[config.mk]
export PLATFORM = sky130hd
export DESIGN_NAME = prv32_ex_mem_reg
export DESIGN_NICKNAME = d
export VERILOG_FILES = /design/src/rtl/prv32_ex_mem_reg.sv
export SDC_FILE = /design/constraint.sdc
export NUM_CORES = 1
export LEC_CHECK = 0
export BUFFER_PORTS_ARGS = -buffer_cell sky130_fd_sc_hd__buf_2
export CORE_MARGIN = 2
export CORE_UTILIZATION = 30
export CTS_CLUSTER_SIZE = 8
export DETAILED_ROUTE_END_ITERATION = 12
export HOLD_SLACK_MARGIN = 0.12
export PLACE_DENSITY = 0.67
export SLEW_MARGIN = 30
export SYNTH_ARGS = -nofsm -noshare
export SYNTH_HDL_FRONTEND = slang
export SYNTH_SLANG_ARGS = --single-unit
export TNS_END_PERCENT = 5
[constraint.sdc]
create_clock -name clk -period 4.5 [get_ports clk]
set_input_delay 0.675 -clock clk [delete_from_list [all_inputs] [get_ports clk]]
set_output_delay 0.675 -clock clk [all_outputs]
set_load 0.1 [all_outputs]
[src/rtl/prv32_ex_mem_reg.sv]
// Execute/memory pipeline register: single-entry valid/ready stage that also
// resolves branches and jumps and issues a one-cycle registered PC redirect.
module prv32_ex_mem_reg #(
    parameter int XLEN  = 32,
    parameter int RF_AW = 5
) (
    input  logic             clk,
    input  logic             rst,
    input  logic             flush,
    input  logic             in_valid,
    output logic             in_ready,
    input  logic [XLEN-1:0]  alu_r,
    input  logic             cf,
    input  logic             zf,
    input  logic             vf,
    input  logic             sf,
    input  logic [XLEN-1:0]  rs2_data,
    input  logic [RF_AW-1:0] rd,
    input  logic             ctl_regwrite,
    input  logic             ctl_memread,
    input  logic             ctl_memwrite,
    input  logic             ctl_memtoreg,
    input  logic             ctl_branch,
    input  logic             ctl_jump,
    input  logic [2:0]       funct3,
    input  logic [XLEN-1:0]  br_target,
    input  logic [XLEN-1:0]  pc_plus4,
    output logic             out_valid,
    input  logic             out_ready,
    output logic [XLEN-1:0]  m_alu_r,
    output logic [XLEN-1:0]  m_store_data,
    output logic [XLEN-1:0]  m_pc_plus4,
    output logic [RF_AW-1:0] m_rd,
    output logic [2:0]       m_funct3,
    output logic             m_regwrite,
    output logic             m_memread,
    output logic             m_memwrite,
    output logic             m_memtoreg,
    output logic             redirect_valid,
    output logic [XLEN-1:0]  redirect_pc
);

    logic accept;
    logic cond;
    logic taken;

    // Ready depends only on the held entry, so upstream never sees a loop through in_valid.
    assign in_ready = ~out_valid | out_ready;
    assign accept   = in_valid & in_ready & ~flush;
    assign taken    = ctl_jump | (ctl_branch & cond);

    // Flags come from a - b: signed less-than is sf^vf, unsigned a>=b is cf.
    always_comb begin
        cond = 1'b0;
        case (funct3)
            3'b000:  cond = zf;
            3'b001:  cond = ~zf;
            3'b100:  cond = sf ^ vf;
            3'b101:  cond = ~(sf ^ vf);
            3'b110:  cond = ~cf;
            3'b111:  cond = cf;
            default: cond = 1'b0;
        endcase
    end

    always_ff @(posedge clk or posedge rst) begin
        if (rst) begin
            out_valid <= 1'b0;
        end else if (flush) begin
            out_valid <= 1'b0;
        end else if (accept) begin
            out_valid <= 1'b1;
        end else if (out_ready) begin
            out_valid <= 1'b0;
        end
    end

    // Payload only moves on accept; bubbles keep stale values that the consumer qualifies.
    always_ff @(posedge clk or posedge rst) begin
        if (rst) begin
            m_alu_r      <= '0;
            m_store_data <= '0;
            m_pc_plus4   <= '0;
            m_rd         <= '0;
            m_funct3     <= '0;
            m_regwrite   <= 1'b0;
            m_memread    <= 1'b0;
            m_memwrite   <= 1'b0;
            m_memtoreg   <= 1'b0;
        end else if (accept) begin
            m_alu_r      <= alu_r;
            m_store_data <= rs2_data;
            m_pc_plus4   <= pc_plus4;
            m_rd         <= rd;
            m_funct3     <= funct3;
            m_regwrite   <= ctl_regwrite;
            m_memread    <= ctl_memread;
            m_memwrite   <= ctl_memwrite;
            m_memtoreg   <= ctl_memtoreg;
        end
    end

    // Redirect is a pulse: accept is already masked by flush, so a flush edge clears it too.
    always_ff @(posedge clk or posedge rst) begin
        if (rst) begin
            redirect_valid <= 1'b0;
            redirect_pc    <= '0;
        end else begin
            redirect_valid <= accept & taken;
            if (accept & taken) begin
                redirect_pc <= br_target;
            end
        end
    end

endmodule
==> out/metrics.csv, run 1 <==
metric,value,unit
Worst slew margin,0.409,
# setup viols final,0,
Achievable Freq,402,MHz
outcome,finished clean,
critical path class,reg -> out,
core area,0.0219,sq mm
CP max stage cell,buf_2,
first drt pass iteration count,4,
"Gates resized, CTS repair",0,
predominant post-synthesis flop cell,dfrtp_1,
syn avg cell area,8.73,sq um
CTS tree,yes,
min cycle time layout,2.49,ns
unrepaired setup endpoints after global routing,false,
Yosys cell types,20,
root buffer cell,clkbuf_16,
total CTS buffers,17,
Pwr Density,597,mW/mm^2
"Reg clk slew, reported paths",0.07,ns
clock tree buffer depth,2,
CP cell instances,"nor2b_2, buf_4, inv_1, buf_2",
"Design Area, Final",0.00895,sq mm
flop-to-flop setup slack,2.40,ns
vias in the first global route,6268,
Post-CTS Hold Buffers,0,
total track usage,0.170,
sequential-to-total area share from yosys stat,0.528,
asr flop ratio synth,1.00,
DIE AREA,0.0236,sq mm
Hold WS,0.326,ns
"CP delay by family, top",buffers and inverters,
Mapped Cells,770,
final hold viol count,0,
worst skew pair latency,0.42,ns
fillers,2179,
WP buf/inv,3,
peak supply drop,0.251,mV
top-area cell type share of the netlist area,0.528,
Worst EP arrival,1.81,ns
Post-Syn Area,0.00673,sq mm
"slowest stage delay, CP",0.44,ns
startpoint types,flop,
total grt overflow,0,
Util after Layout,0.409,
"flops & latches, synth",142,
H-tree depth,4,
Post-Place Worst Slack,1.60,ns
ranking of synthesized cells by area,"dfrtp_1 53%, nand2_1 22%, a221oi_2 7.4%",
Final #Nets,1180,
syn nets,921,
Avg Vias per Cell,4.83,
Iteration-0 DRC Markers,416,
DIE HEIGHT,154,microns
met2 Track Usage GR,0.274,
max_cap viols,0,
Crit path required time,3.83,ns
Vias,6384,
largest net degree at the start of global routing,141,
dpl hpwl,13600,microns
Final Cycle Share,0.553,
Leak,0.00453,uW
Die Wd,154,microns
Slew @ Worst Pin,0.881,ns
Post-Route Skew,0.00816,ns
Hold Path Class,in -> async,
Worst R2R End,m_store_data[9],
layout cells sized above 1,0.356,
# Post-CTS Setup Buffers,0,
row cnt,54,
Setup TNS Final,0,ns
M1 GR Usage,0.226,
Clock Sinks,142,
GR Util met3,0.0417,
"count leader, synth",nand2_1,
initial antenna violation count,2,
num ports,294,
post-route setup slack,2.01,ns
Initial Utilization,0.307,
top cell type by total area after synthesis,dfrtp_1,
FF-to-FF Start,out_valid,
first-pass GRT wire length,32700,microns
DP Area,0.00838,sq mm
Post-route DRC,0,
busiest grt layer,met2,
Post-synth top cells,"388 x nand2_1, 142 x dfrtp_1",
crit end category,output port,
Worst Path Max Fanout,35,
gpl congestion,0.776,
Port Buffers,293,
Post-synth EDFFs,0,
worst-case reg-to-reg path depth,7,
area growth from synthesis to final layout,33.1,%
average wire per standard cell,15.4,microns
"Slew Viols, Final",0,
routed wire length,20300,microns
Antenna Nets Post-Route,0,
Synth Warn #,0,
[state kept, by name (all words and copies together), names as in the netlist]
name	cells
m_alu_r	32
m_funct3	3
m_memread	1
m_memtoreg	1
m_memwrite	1
m_pc_plus4	32
m_rd	5
m_regwrite	1
m_store_data	32
out_valid	1
redirect_pc	32
redirect_valid	1
[routing by layer]
layer | vias to the layer above | share of wire
met5 | - | 0.00064
met4 | 2 | 0.012
met3 | 17 | 0.074
met2 | 271 | 0.49
met1 | 3020 | 0.43
li1 | 3074 | -
[cells in the final DEF, fill, tap and decap left out]
cell type	n
nand2_1	388
buf_2	292
a221oi_2	32
o2bb2ai_1	1
bufinv_16	1
nor2b_1	32
nor2_1	2
dfrtp_1	142
clkinv_1	1
o21ai_0	33
nor3b_1	1
a221oi_4	1
nor3b_4	1
nand2b_1	2
clkinv_4	1
nor2_4	1
nand2b_4	1
o21a_1	1
clkinvlp_4	4
clkbuf_1	1
inv_1	1
inv_8	2
diode_2	1
xor3_1	1
buf_12	2
buf_4	8
o311ai_1	32
clkbuf_16	17
nor3_1	33
inv_6	7
nor2b_2	1
[worst max path at each step]
stage,start,to,slack [ns],cells after the start
finish,out_valid,in_ready,2.01,4
global route,funct3[0],redirect_pc[14],1.91,7
CTS,out_valid,in_ready,1.98,4
floorplan,rst,m_alu_r[0],0.02,1
global placement,funct3[0],redirect_pc[23],1.64,7
detailed placement,funct3[0],redirect_pc[13],1.60,7
[cell type report]
class / instances / area [sq um] / area share
clock buffer: 18 / 429 / 0.0479
clock inverter: 14 / 144 / 0.0161
tap: 280 / 350 / 0.0391
inverter: 3 / 16.3 / 0.00182
sequential: 142 / 3550 / 0.397
antenna: 1 / 2.50 / 0.000280
timing repair buffer: 302 / 1560 / 0.174
multi-input combinational: 563 / 2890 / 0.323
[where the power goes]
part | internal [uW] | switching [uW] | leakage, uW
clock | 780 | 611 | 0.000269
combinational | 392 | 1950 | 0.00256
sequential | 1480 | 131 | 0.00170
total | 2650 | 2690 | 0.00453
[metrics by stage]
step	instances	power, uW
2_1_floorplan	770	3550
3_3_place_gp	1290	3960
3_5_place_dp	1290	3980
4_1_cts	1322	5400
5_1_grt	1323	5570
6_report	1323	5340
[worst reg2reg max path: cells and delay by family, from the launching register on]
family | cells | cell delay, ns
and+or+nand+nor | 4 | 0.68
buffers and inverters | 3 | 1.02
DFF | 1 | 0.34
[kinds of logic (layout without fill, tap and decap cells)]
kind of cell	Yosys count	count (layout)	synth area share
compound gates	100	100	0.142
xor+xnor	1	1	0.00353
buf+inv	65	337	0.0465
flops	142	142	0.528
other cells	0	1	0
simple gates	462	462	0.279
Power figures use the tool's default switching activity.
==> inputs of run 2 (changes only) <==
==> constraint.sdc (replaced) <==
create_clock -name clk -period 2.1 [get_ports clk]
set_input_delay 0.315 -clock clk [delete_from_list [all_inputs] [get_ports clk]]
set_output_delay 0.315 -clock clk [all_outputs]
set_load 0.1 [all_outputs]
==> out/metrics.csv, run 2 (synthesized netlist as in run 1, its figures left out) <==
metric,value,unit,change
Worst Path Max Fanout,38,,+8.6%
num ports,294,,unchanged
core area,0.0219,sq mm,unchanged
switching power total,5830,uW,+120%
final hold viol count,0,,unchanged
hold path depth,3,,
H-tree depth,4,,unchanged
row cnt,54,,unchanged
Antenna Nets Post-Route,0,,unchanged
Clock Sinks,142,,unchanged
initial antenna violation count,2,,unchanged
HP Start,rs2_data[10],,
peak supply drop,0.624,mV,+150%
Int Power,6020,uW,+130%
Placed Cells,1305,,+1.2%
unrepaired setup endpoints after global routing,false,,
dpl hpwl,14300,microns,+5.2%
"Gates resized, CTS repair",0,,unchanged
layout cells sized above 1,0.333,,-0.0227
Leak,0.00510,uW,+13%
# setup viols final,0,,unchanged
CTS tree,yes,,
average wire per standard cell,15.6,microns,+1.9%
largest net degree at the start of global routing,82,,-42%
"slowest stage delay, CP",0.53,ns,+0.09 ns
Final #Nets,1299,,+10%
"commonest non-fill, non-tap cell in the layout",nand2_1,,
combinational power share,0.443,,+0.005
Achievable Freq,543,MHz,
Hold Path Class,in -> reg,,
Post-CTS Hold Buffers,104,,+104
Crit path required time,2.38,ns,-1.45 ns
Die Wd,154,microns,unchanged
FF/Latch Area,0.00355,sq mm,unchanged
CP cell instances,"dlygate4sd3_1, buf_2, nand2b_1, nand2b_4, buf_12, a221oi_2, o311ai_1",,
fillers,2027,,-7.0%
total grt overflow,0,,unchanged
Setup TNS Final,0,ns,unchanged
Sequential Power Share,0.293,,-0.009
DIE AREA,0.0236,sq mm,unchanged
flop-to-flop setup slack,0.36,ns,-2.04 ns
Worst Hold End,m_store_data[10],,
Post-route DRC,0,,unchanged
root buffer cell,clkbuf_16,,
clock power share,0.264,,+0.004
min cycle time layout,1.84,ns,
area growth from synthesis to final layout,52.6,%,
Pwr Density,1150,mW/mm^2,+93%
CP max stage cell,dlygate4sd3_1,,
Final Cycle Share,0.877,,
first drt pass iteration count,5,,+1
Vias,6994,,+9.6%
gpl congestion,0.767,,-1.1%
Slew @ Worst Pin,0.525,ns,-0.355 ns
switching portion of total power,0.492,,-0.0116
startpoint types,primary input,,
worst-case reg-to-reg path depth,6,,-1
"Slew Viols, Final",0,,unchanged
Post-Route Skew,0.00806,ns,-0.0000973 ns
first-pass GRT wire length,36400,microns,+11%
critical path class,in -> reg,,
FF-to-FF Start,out_valid,,
"Reg clk slew, reported paths",0.07,ns,about the same
# Post-CTS Setup Buffers,0,,unchanged
routed wire length,22600,microns,+11%
multi-input logic area,0.00289,sq mm,unchanged
Non-Filler Instances,1442,,+9.0%
Worst slew margin,0.652,,+0.243
total CTS buffers,17,,unchanged
Worst R2R End,redirect_pc[20],,
worst skew pair latency,0.41,ns,about the same
outcome,finished clean,,
Avg Vias per Cell,4.85,,+0.51%
Initial Utilization,0.307,,unchanged
DIE HEIGHT,154,microns,unchanged
Port Buffers,293,,unchanged
clock tree buffer depth,2,,unchanged
most frequent cells in the layout,"388 x nand2_1, 293 x buf_2, 142 x dfrtp_1",,
max_cap viols,0,,unchanged
vias in the first global route,7081,,+13%
Iteration-0 DRC Markers,485,,+17%
Worst EP arrival,2.12,ns,+0.31 ns
total track usage,0.189,,+0.0190
crit end category,flop,,
==> run 2: worst max-delay path: cells and delay by family <==
family	cells	cell delay (ns)
AO/OA/AOI/OAI	2	0.46
buffers and inverters	3	0.87
AND/OR/NAND/NOR	2	0.47
==> run 2: worst max-delay path by stage <==
stage / slack [ns] / cells after the start / end / start
6_report: 0.26 / 7 / redirect_pc[20] / flush
5_1_grt: 0.19 / 3 / in_ready / out_valid
4_1_cts: 0.24 / 3 / in_ready / out_valid
3_5_place_dp: 0.25 / 7 / redirect_pc[4] / funct3[0]
3_3_place_gp: 0.29 / 7 / redirect_pc[9] / funct3[0]
2_1_floorplan: -0.62 / 8 / redirect_pc[16] / out_valid
==> run 2: layout make-up <==
class | instances | share of cell area
Sequential cell | 142 | 0.346
Tap cell | 280 | 0.0341
Inverter | 3 | 0.00146
Timing Repair Buffer | 421 | 0.276
Multi-Input combinational cell | 563 | 0.282
Antenna cell | 1 | 0.000244
Clock inverter | 14 | 0.0168
Clock buffer | 18 | 0.0428
==> run 2: power by group through the flow <==
stage / registers [uW] / logic, uW / clock network [uW]
2_1_floorplan: 6690 / 920 / 0
3_3_place_gp: 3490 / 5050 / 0
3_5_place_dp: 3500 / 5090 / 0
4_1_cts: 3460 / 5250 / 3230
5_1_grt: 3520 / 5470 / 3350
6_report: 3470 / 5250 / 3120
==> run 2: per-layer routing <==
metal  wire length (microns)  track usage  share of wire
met1                    9410        0.238           0.42
met2                   11100        0.319           0.49
met3                    1720       0.0502          0.076
met4                     341       0.0572          0.015
met5                      13            0        0.00058
==> run 2: metrics by stage <==
step / utilization / total power [uW] / instance area (sq um) / worst slack (ns) / hold WS, ns
3_5_place_dp: 0.393 / 8600 / 8610 / 0.248 / 0.457
6_report: 0.469 / 11800 / 10300 / 0.259 / 0.134
2_1_floorplan: - / 7610 / 6730 / -0.618 / 0.381
3_3_place_gp: 0.393 / 8540 / 8610 / 0.289 / 0.452
4_1_cts: 0.469 / 11900 / 10300 / 0.245 / 0.125
5_1_grt: 0.469 / 12300 / 10300 / 0.190 / 0.130
